<file path="config.mk">
export PLATFORM = sky130hd
export DESIGN_NAME = bip_control_seq
export DESIGN_NICKNAME = d
export VERILOG_FILES = /design/src/rtl/bip_control_seq.sv
export SDC_FILE = /design/constraint.sdc
export NUM_CORES = 1
export LEC_CHECK = 0
export BUFFER_PORTS_ARGS = -buffer_cell sky130_fd_sc_hd__buf_2
export CAP_MARGIN = 20
export CORE_MARGIN = 4
export CORE_UTILIZATION = 51
export DETAILED_ROUTE_END_ITERATION = 8
export MAX_ROUTING_LAYER = met4
export PLACE_DENSITY = 0.85
export SYNTH_ARGS = -nofsm -noshare
export SYNTH_HDL_FRONTEND = slang
export SYNTH_SLANG_ARGS = --single-unit
</file>
<file path="constraint.sdc">
create_clock -name i_clock -period 2.59 [get_ports i_clock]
set_input_delay 0.259 -clock i_clock [delete_from_list [all_inputs] [get_ports i_clock]]
set_output_delay 0.259 -clock i_clock [all_outputs]
set_load 0.01 [all_outputs]
</file>
<file path="src/rtl/bip_control_seq.sv">
// bip_control_seq: FETCH/EXEC control unit for the BIP accumulator processor; define BIP_CONTROL_BRANCH_EN to enable BEQZ/BNEZ/JMP
module bip_control_seq #(
  parameter int NB_DATA    = 16,
  parameter int NB_OPCODE  = 5,
  parameter int NB_OPERAND = 11,
  parameter int NB_PC      = 11,
  parameter int NB_SEL_A   = 2,
  parameter int NB_COUNT   = 16
) (
  input  logic                  i_clock,
  input  logic                  i_reset,
  input  logic                  i_valid,
  input  logic [NB_DATA-1:0]    i_instruction,
  input  logic                  i_acc_zero,
  output logic [NB_PC-1:0]      o_pc,
  output logic [NB_OPERAND-1:0] o_operand,
  output logic [NB_SEL_A-1:0]   o_sel_a,
  output logic                  o_sel_b,
  output logic                  o_op_code,
  output logic                  o_wr_acc,
  output logic                  o_wr_ram,
  output logic                  o_rd_ram,
  output logic                  o_halted,
  output logic [NB_COUNT-1:0]   o_instr_count
);
  typedef enum logic [1:0] {FETCH, EXEC, HALT} state_t;
  localparam logic [NB_OPCODE-1:0] OP_HLT  = NB_OPCODE'(0);
  localparam logic [NB_OPCODE-1:0] OP_STO  = NB_OPCODE'(1);
  localparam logic [NB_OPCODE-1:0] OP_LD   = NB_OPCODE'(2);
  localparam logic [NB_OPCODE-1:0] OP_LDI  = NB_OPCODE'(3);
  localparam logic [NB_OPCODE-1:0] OP_ADD  = NB_OPCODE'(4);
  localparam logic [NB_OPCODE-1:0] OP_ADDI = NB_OPCODE'(5);
  localparam logic [NB_OPCODE-1:0] OP_SUB  = NB_OPCODE'(6);
  localparam logic [NB_OPCODE-1:0] OP_SUBI = NB_OPCODE'(7);
  localparam logic [NB_OPCODE-1:0] OP_BEQZ = NB_OPCODE'(8);
  localparam logic [NB_OPCODE-1:0] OP_BNEZ = NB_OPCODE'(9);
  localparam logic [NB_OPCODE-1:0] OP_JMP  = NB_OPCODE'(10);
`ifdef BIP_CONTROL_BRANCH_EN
  localparam bit BRANCH_EN = 1'b1;
`else
  localparam bit BRANCH_EN = 1'b0;
`endif
  state_t state;
  logic [NB_OPCODE-1:0] opcode;
  logic exec_now, is_branch, halt_op, taken;
  logic [6:0] ctrl;
  assign opcode    = i_instruction[NB_DATA-1 -: NB_OPCODE];
  assign o_operand = i_instruction[NB_OPERAND-1:0];
  assign exec_now  = (state == EXEC) && i_valid;
  // Decode: branch classification and strobe pattern {sel_a, sel_b, op_code, wr_acc, wr_ram, rd_ram}
  always_comb begin
    is_branch = BRANCH_EN && (opcode == OP_BEQZ || opcode == OP_BNEZ || opcode == OP_JMP);
    halt_op   = !is_branch && (opcode == OP_HLT || opcode > OP_SUBI);
    taken     = is_branch && (opcode == OP_JMP || ((opcode == OP_BEQZ) == i_acc_zero));
    case (opcode)
      OP_STO:  ctrl = 7'b00_0_0_0_1_0;
      OP_LD:   ctrl = 7'b00_0_0_1_0_1;
      OP_LDI:  ctrl = 7'b01_0_0_1_0_0;
      OP_ADD:  ctrl = 7'b10_0_1_1_0_1;
      OP_ADDI: ctrl = 7'b10_1_1_1_0_0;
      OP_SUB:  ctrl = 7'b10_0_0_1_0_1;
      OP_SUBI: ctrl = 7'b10_1_0_1_0_0;
      default: ctrl = 7'b0;
    endcase
    {o_sel_a, o_sel_b, o_op_code, o_wr_acc, o_wr_ram, o_rd_ram} =
      exec_now ? {NB_SEL_A'(ctrl[6:5]), ctrl[4:0]} : '0;
  end
  // FSM with PC, retired-instruction counter and sticky halt flag
  always_ff @(posedge i_clock or posedge i_reset) begin
    if (i_reset) begin
      state         <= FETCH;
      o_pc          <= '0;
      o_instr_count <= '0;
      o_halted      <= 1'b0;
    end else begin
      case (state)
        FETCH: if (i_valid) state <= EXEC;
        EXEC: if (i_valid) begin
          if (halt_op) begin
            state    <= HALT;
            o_halted <= 1'b1;
          end else begin
            state         <= FETCH;
            o_pc          <= taken ? NB_PC'(i_instruction[NB_OPERAND-1:0]) : o_pc + 1'b1;
            o_instr_count <= &o_instr_count ? o_instr_count : o_instr_count + 1'b1;
          end
        end
        HALT: state <= HALT;
        default: state <= FETCH;
      endcase
    end
  end
endmodule

</file>
==> flow_metrics.env, run 1 <==
export IMPL_p_leak_nw=0.948
export IMPL_worstPathArrival_ns=1.73
export IMPL_netlist_instances=143
export IMPL_r2r_end="o_instr_count[1]"
export IMPL_setup_viol_count_final=0
export IMPL_synth_edf_count=0
export IMPL_first_global_vias=1234
export IMPL_io_buffers=42
export IMPL_hold_path_class="input pin to register"
export IMPL_maxCapViolations=0
export IMPL_hpwl_um=2320
export IMPL_avgSynthCellArea_um2=10.9
export IMPL_overflow=0
export IMPL_cts_sinks=30
export IMPL_drt_initial_drc_count=39
export IMPL_place_congestion=0.759
export IMPL_core_area_um2=2830
export IMPL_slew_headroom_pct=70.0
export IMPL_die_area_um2=4010
export IMPL_grt_max_degree=31
export IMPL_syn_num_nets=165
export IMPL_hold_depth=3
export IMPL_p_comb_share_pct=19.9
export IMPL_worst_setup_path_type="register to output port"
export IMPL_rsz0062_at_grt="false"
export IMPL_vias=1218
export IMPL_clockPowerShare_pct=25.8
export IMPL_clkTransAtPathRegs_ns=0.09
export IMPL_ys_warn_count=0
export IMPL_syn_area_um2=1560
export IMPL_cts_tree="done"
export IMPL_final_hold_viol_count=0
export IMPL_antenna_found_initial=0
export IMPL_crit_path_max_fanout=5
export IMPL_area_growth_pct=15.1
export IMPL_num_antenna_cells=0
export IMPL_final_max_slew_violation_count=0
export IMPL_ant_nets=0
export IMPL_grt_pass1_wl_um=5510
export IMPL_power_switching_mw=0.343
export IMPL_ctsHoldBuffers=1
export IMPL_cts_buffer_depth=2
export IMPL_nets=204
export IMPL_worstRegToRegCells=4
export IMPL_synth_ff_latch_count=30
export IMPL_nFillCells=236
export IMPL_vdd_drop_max_mv=0.399
export IMPL_fin_crit_sh_pct=77.0
export IMPL_ys_flop_type="dfrtp_1"
export IMPL_wl_um=3090
export IMPL_cts_root_buf="clkbuf_4"
export IMPL_die_x_um=63.3
export IMPL_required_ns=2.33
export IMPL_fmax_mhz=502
export IMPL_swShare_pct=30.9
export IMPL_async_flop_share_pct=100
export IMPL_numCtsBuffers=5
export IMPL_vias_per_cell=5.69
export IMPL_seq_area_um2=751
export IMPL_cts_resized=0
export IMPL_r2r_start="state[1]"
export IMPL_cts_max_level=2
export IMPL_rows=19
export IMPL_fin_crit_ns=1.99
export IMPL_synthDistinctLibCells=30
export IMPL_setup_tns_ns=0
export IMPL_drive_above_1_share_pct=31.1
export IMPL_multiInputGateArea_um2=703
export IMPL_wl_per_cell_um=14.5
export IMPL_total_power_mw=1.11
export IMPL_firstDrtPassIters=4
export IMPL_seq_area_frac_synth_pct=48.1
export IMPL_worstMarginPinSlew_ns=0.447
export IMPL_track_usage_pct=18.0
export IMPL_start_util_pct=55.2
export IMPL_cellPowerDensity_nw_per_um2=619
export IMPL_status="finished clean"
export IMPL_critPathLaunchType="register"
export IMPL_r2r_setup_slack_ns=0.76
export IMPL_pin_count=66
export IMPL_drc=0
export IMPL_die_h_um=63.3
export IMPL_cts_setup_buffers=0
export IMPL_min_to="state[0]"
export IMPL_intPower_mw=0.768
export IMPL_hp_start="i_valid"
export IMPL_fin_skew_ns=0.00728
export IMPL_clock_latency_ns=0.33
export IMPL_crit_path_end_kind="output port"
export IMPL_seq_power_share_pct=54.3
synthesized netlist by cell type (2+ instances only):
| cell type | instances | area [um2] |
|---|---|---|
| nor3b_1 | 2 | 15.0 |
| nor3_1 | 8 | 40.0 |
| buf_4 | 11 | 82.6 |
| nor4_1 | 2 | 12.5 |
| nand2_1 | 10 | 37.5 |
| and4_1 | 4 | 35.0 |
| xor2_1 | 8 | 70.1 |
| xnor2_1 | 18 | 158 |
| nor2_1 | 3 | 11.3 |
| inv_1 | 2 | 7.51 |
| nand3_1 | 7 | 35.0 |
| and3_1 | 7 | 43.8 |
| nor2b_1 | 2 | 12.5 |
| dfrtp_1 | 30 | 751 |
| ha_1 | 2 | 25.0 |
| and2_1 | 2 | 12.5 |
| nand4_1 | 12 | 75.1 |
area by class of cell:
type / instances / area share, %
Sequential cell: 30 / 41.8
Timing Repair Buffer: 45 / 13.1
Clock inverter: 1 / 0.279
Multi-Input combinational cell: 98 / 39.2
Clock buffer: 7 / 3.07
Tap cell: 31 / 2.16
Inverter: 2 / 0.418
worst max-delay path by stage:
stage / from / endpoint / slack (ns) / depth (start not counted)
2_1_floorplan: state[1] / o_instr_count[1] / 0.80 / 5
3_3_place_gp: state[1] / o_instr_count[1] / 0.80 / 4
3_5_place_dp: state[1] / o_instr_count[1] / 0.76 / 4
4_1_cts: state[1] / o_sel_a[0] / 0.59 / 5
5_1_grt: state[1] / o_sel_a[0] / 0.44 / 5
6_report: state[1] / o_sel_a[0] / 0.60 / 5
through the flow:
| step | setup slack, ns | cell area [um2] | cells | hold slack, ns | utilization (%) |
|---|---|---|---|---|---|
| after floorplan | 0.803 | 1560 | 143 | 0.350 | - |
| after global placement | 0.799 | 1730 | 205 | 0.342 | 61.0 |
| after detailed placement | 0.761 | 1730 | 205 | 0.349 | 61.0 |
| after CTS | 0.591 | 1800 | 214 | 0.234 | 63.5 |
| after global routing | 0.443 | 1800 | 214 | 0.261 | 63.5 |
| final | 0.597 | 1800 | 214 | 0.239 | 63.5 |
worst max-delay path: stages (launching register included):
cell and delay [ns]:
dfrtp_1 0.40, nand3b_4 0.19, nor3_1 0.31, nand2_1 0.13, nor3b_1 0.21, buf_2 0.17
power by group through the flow:
| stage | Sequential, mW | Combinational (mW) | Clock (mW) |
|---|---|---|---|
| 6_report | 0.603 | 0.221 | 0.286 |
| 5_1_grt | 0.621 | 0.253 | 0.324 |
| 3_3_place_gp | 0.607 | 0.213 | 0 |
| 4_1_cts | 0.604 | 0.227 | 0.295 |
| 3_5_place_dp | 0.613 | 0.224 | 0 |
| 2_1_floorplan | 0.623 | 0.136 | 0 |
cell usage in the layout (no fill, tap or decap):
| cell | n |
|---|---|
| nor3b_1 | 2 |
| inv_1 | 2 |
| dfrtp_1 | 30 |
| clkbuf_1 | 1 |
| nor4_1 | 2 |
| ha_1 | 2 |
| o21bai_1 | 1 |
| xor2_1 | 8 |
| o21a_1 | 1 |
| mux2_2 | 1 |
| and4_1 | 4 |
| or4_4 | 1 |
| nor3_1 | 8 |
| nand3b_4 | 1 |
| nor4_2 | 1 |
| nor2b_1 | 2 |
| o22ai_1 | 1 |
| buf_2 | 42 |
| and3_1 | 7 |
| nor2_1 | 3 |
| xnor2_1 | 18 |
| clkbuf_4 | 5 |
| or4_1 | 1 |
| clkbuf_8 | 1 |
| clkinv_2 | 1 |
| nand4_1 | 12 |
| nand3_1 | 7 |
| dlygate4sd3_1 | 1 |
| buf_4 | 2 |
| nand2_1 | 10 |
| and2_1 | 2 |
| nand4b_1 | 1 |
| or2_2 | 1 |
| nor4_4 | 1 |
cells by family (layout without fill, tap and decap cells):
logic type	count (synthesis)	in the layout	synth area share [%]
AOI/OAI and AO/OA	3	3	1.36
muxes	1	1	0.722
xor gates and xnor gates	26	26	14.6
buffers and inverters	15	55	6.82
and+or+nand+nor	66	66	26.8
adders and majority gates	2	2	1.60
DFF	30	30	48.1
layer usage:
metal,global-route usage [%],wire length [um]
met5,-,0
met2,31.0,1610
met4,9.70,81
met1,18.6,1250
met3,5.15,149
state kept, by name, summed over array words and instances, names as in the netlist:
name and count:
o_instr_count 16, o_pc 11, state 2, o_halted 1
(Power assumes the default switching activity.)
==> run 2, diff against run 1 <==
- ABC_AREA: unset -> 1
- CORE_UTILIZATION: 51 -> 50
- PLACE_DENSITY: 0.85 -> 0.8
- clock period: 2.59 -> 2.1 ns (I/O delays scaled with it)
==> flow_metrics.env, run 2 <==
export IMPL_status="finished clean"
export IMPL_cts_tree="done"
export IMPL_rows=21
export IMPL_ys_top_cells_by_count="104 x nand2_1, 30 x dfrtp_1, 25 x nor2_1"
export IMPL_pin_count=66
export IMPL_seq_power_share_pct=53.1
export IMPL_clockPowerShare_pct=44.3
export IMPL_ant_nets=0
export IMPL_crit_path_end_kind="register"
export IMPL_async_flop_share_pct=100
export IMPL_io_buffers=42
export IMPL_utilization_pct=61.8
export IMPL_yosys_top_cells_area="dfrtp_1 41%, nand2_1 21%, nor2_1 5.1%, buf_4 4.5%, inv_1 4.1%"
export IMPL_setup_viol_count_final=0
export IMPL_num_antenna_cells=0
export IMPL_ys_flop_type="dfrtp_1"
export IMPL_die_area_um2=4740
export IMPL_drt_initial_drc_count=70
export IMPL_place_congestion=0.897
export IMPL_slew_headroom_pct=75.5
export IMPL_area_growth_pct=15.7
export IMPL_seq_area_um2=751
export IMPL_wl_per_cell_um=10.7
export IMPL_hpwl_um=2810
export IMPL_slowest_stage="dfrtp_1"
export IMPL_numCtsBuffers=5
export IMPL_r2r_start="o_instr_count[0]"
export IMPL_p_leak_nw=1.17
export IMPL_p_comb_share_pct=2.6
export IMPL_maxCapViolations=0
export IMPL_seq_area_frac_synth_pct=40.5
export IMPL_fin_skew_ns=0.00835
export IMPL_cts_buffer_depth=2
export IMPL_vdd_drop_max_mv=0.353
export IMPL_overflow=0
export IMPL_drive_above_1_share_pct=22.4
export IMPL_hold_slack_ns=0.121
export IMPL_netlist_instances=253
export IMPL_fmax_mhz=591
export IMPL_layout_setup_ws_ns=0.407
export IMPL_drc=0
export IMPL_cp_startpoint="o_instr_count[0]"
export IMPL_avgSynthCellArea_um2=7.32
export IMPL_yosys_area_top_type="dfrtp_1"
export IMPL_die_x_um=68.9
export IMPL_final_common_cell="nand2_1"
export IMPL_setup_tns_ns=0
export IMPL_r2r_setup_slack_ns=0.41
export IMPL_clkTransAtPathRegs_ns=0.06
export IMPL_top_register="o_instr_count"
export IMPL_pre_cts_ws_ns=0.400
export IMPL_fin_crit_sh_pct=80.6
export IMPL_critPathLaunchType="register"
export IMPL_intPower_mw=0.850
export IMPL_worstRegToRegCells=8
export IMPL_firstDrtPassIters=4
export IMPL_syn_num_nets=275
export IMPL_final_hold_viol_count=0
export IMPL_crit_family="flip-flops"
export IMPL_synth_most_common_cell="nand2_1"
export IMPL_synthDistinctLibCells=26
export IMPL_first_global_vias=1403
export IMPL_vias_per_cell=4.79
export IMPL_power_switching_mw=0.238
export IMPL_hp_start="i_valid"
export IMPL_nets=315
export IMPL_syn_area_um2=1850
export IMPL_synth_ff_latch_count=30
export IMPL_crit_path_max_fanout=10
export IMPL_yosysTopAreaCellShare_pct=40.5
export IMPL_clock_latency_ns=0.28
export IMPL_vias=1629
export IMPL_start_util_pct=53.4
export IMPL_mostFrequentLayoutCells="104 x nand2_1, 42 x buf_2, 30 x dfrtp_1, 25 x nor2_1, 20 x inv_1"
export IMPL_die_h_um=68.9
export IMPL_multiInputGateArea_um2=911
export IMPL_hold_path_class="input pin to register"
export IMPL_r2r_end="o_instr_count[5]"
export IMPL_cts_max_level=2
export IMPL_wl_um=3630
export IMPL_track_usage_pct=17.4
export IMPL_hold_depth=2
export IMPL_rsz0062_at_grt="false"
export IMPL_cts_sinks=30
export IMPL_largestRegisters="o_instr_count x16, o_pc x11, state x2"
export IMPL_largest_reg_flops=16
export IMPL_final_max_slew_violation_count=0
export IMPL_ys_warn_count=0
export IMPL_cp_cell_sequence="ha_1 -> inv_1 -> nor2_4 -> nand2_4 -> o21ai_4 -> buf_4 -> nand2_1 -> o21ai_0"
export IMPL_worstMarginPinSlew_ns=0.368
export IMPL_required_ns=2.29
export IMPL_cellPowerDensity_nw_per_um2=508
export IMPL_slowest_delay_ns=0.44
export IMPL_worstPathArrival_ns=1.89
export IMPL_core_area_um2=3470
export IMPL_synth_edf_count=0
export IMPL_path_buf_inv=2
export IMPL_cts_root_buf="clkbuf_8"
export IMPL_worst_setup_path_type="register to register"
export IMPL_fin_crit_ns=1.69
export IMPL_swShare_pct=21.9
export IMPL_nFillCells=329
export IMPL_antenna_found_initial=0
export IMPL_grt_pass1_wl_um=5970
export IMPL_grt_max_degree=31
export IMPL_total_power_mw=1.09
export IMPL_min_to="state[0]"
==> run 2: cell families after synthesis <==
group | share of synthesized area, %
simple gates | 38.2
buf+inv | 10.3
flops | 40.5
xor+xnor | 6.14
compound gates | 3.44
fa+ha+maj | 1.35
==> run 2: power groups by stage <==
| stage | Combinational (mW) | Sequential, mW | Clock (mW) |
|---|---|---|---|
| after floorplan | 0.0352 | 0.589 | 0 |
| after global placement | 0.0274 | 0.589 | 0 |
| after detailed placement | 0.0278 | 0.589 | 0 |
| after CTS | 0.0294 | 0.578 | 0.498 |
| after global routing | 0.0326 | 0.577 | 0.528 |
| final | 0.0280 | 0.578 | 0.482 |
==> run 2: area by class of cell <==
| cell class | count | share of cell area (%) |
|---|---|---|
| multi-input cells | 188 | 42.5 |
| flip-flops and latches | 30 | 35.0 |
| repair buffers | 46 | 11.3 |
| inverters | 22 | 4.03 |
| clock buffers | 6 | 3.85 |
| well taps | 46 | 2.69 |
| clock inverters | 2 | 0.584 |
==> run 2: worst max path at each step <==
stage | endpoint | slack [ns] | depth (start not counted)
5_1_grt | o_instr_count[2] | 0.23 | 8
4_1_cts | o_instr_count[5] | 0.38 | 8
2_1_floorplan | o_instr_count[0] | 0.40 | 9
3_3_place_gp | o_instr_count[2] | 0.46 | 7
3_5_place_dp | o_instr_count[5] | 0.40 | 8
6_report | o_instr_count[5] | 0.41 | 8
==> run 2: per-layer routing <==
| metal | GRT usage, % | wire length (um) |
|---|---|---|
| met2 | 28.2 | 1670 |
| met1 | 20.9 | 1650 |
| met5 | - | 0 |
| met3 | 3.89 | 249 |
| met4 | 7.30 | 65 |
==> run 2: what timing repair did <==
action	CTS	global route
endpoints found under the setup margin	0	0
hold endpoints to repair	7	0
hold buffers	1	0
setup buffers	0	0
resized for setup	0	0
==> run 2: metrics by stage <==
step                      area [um2]  std cells
after floorplan                 1850        253
after global placement          2040        331
after detailed placement        2040        331
after CTS                       2140        340
after global routing            2140        340
final                           2140        340
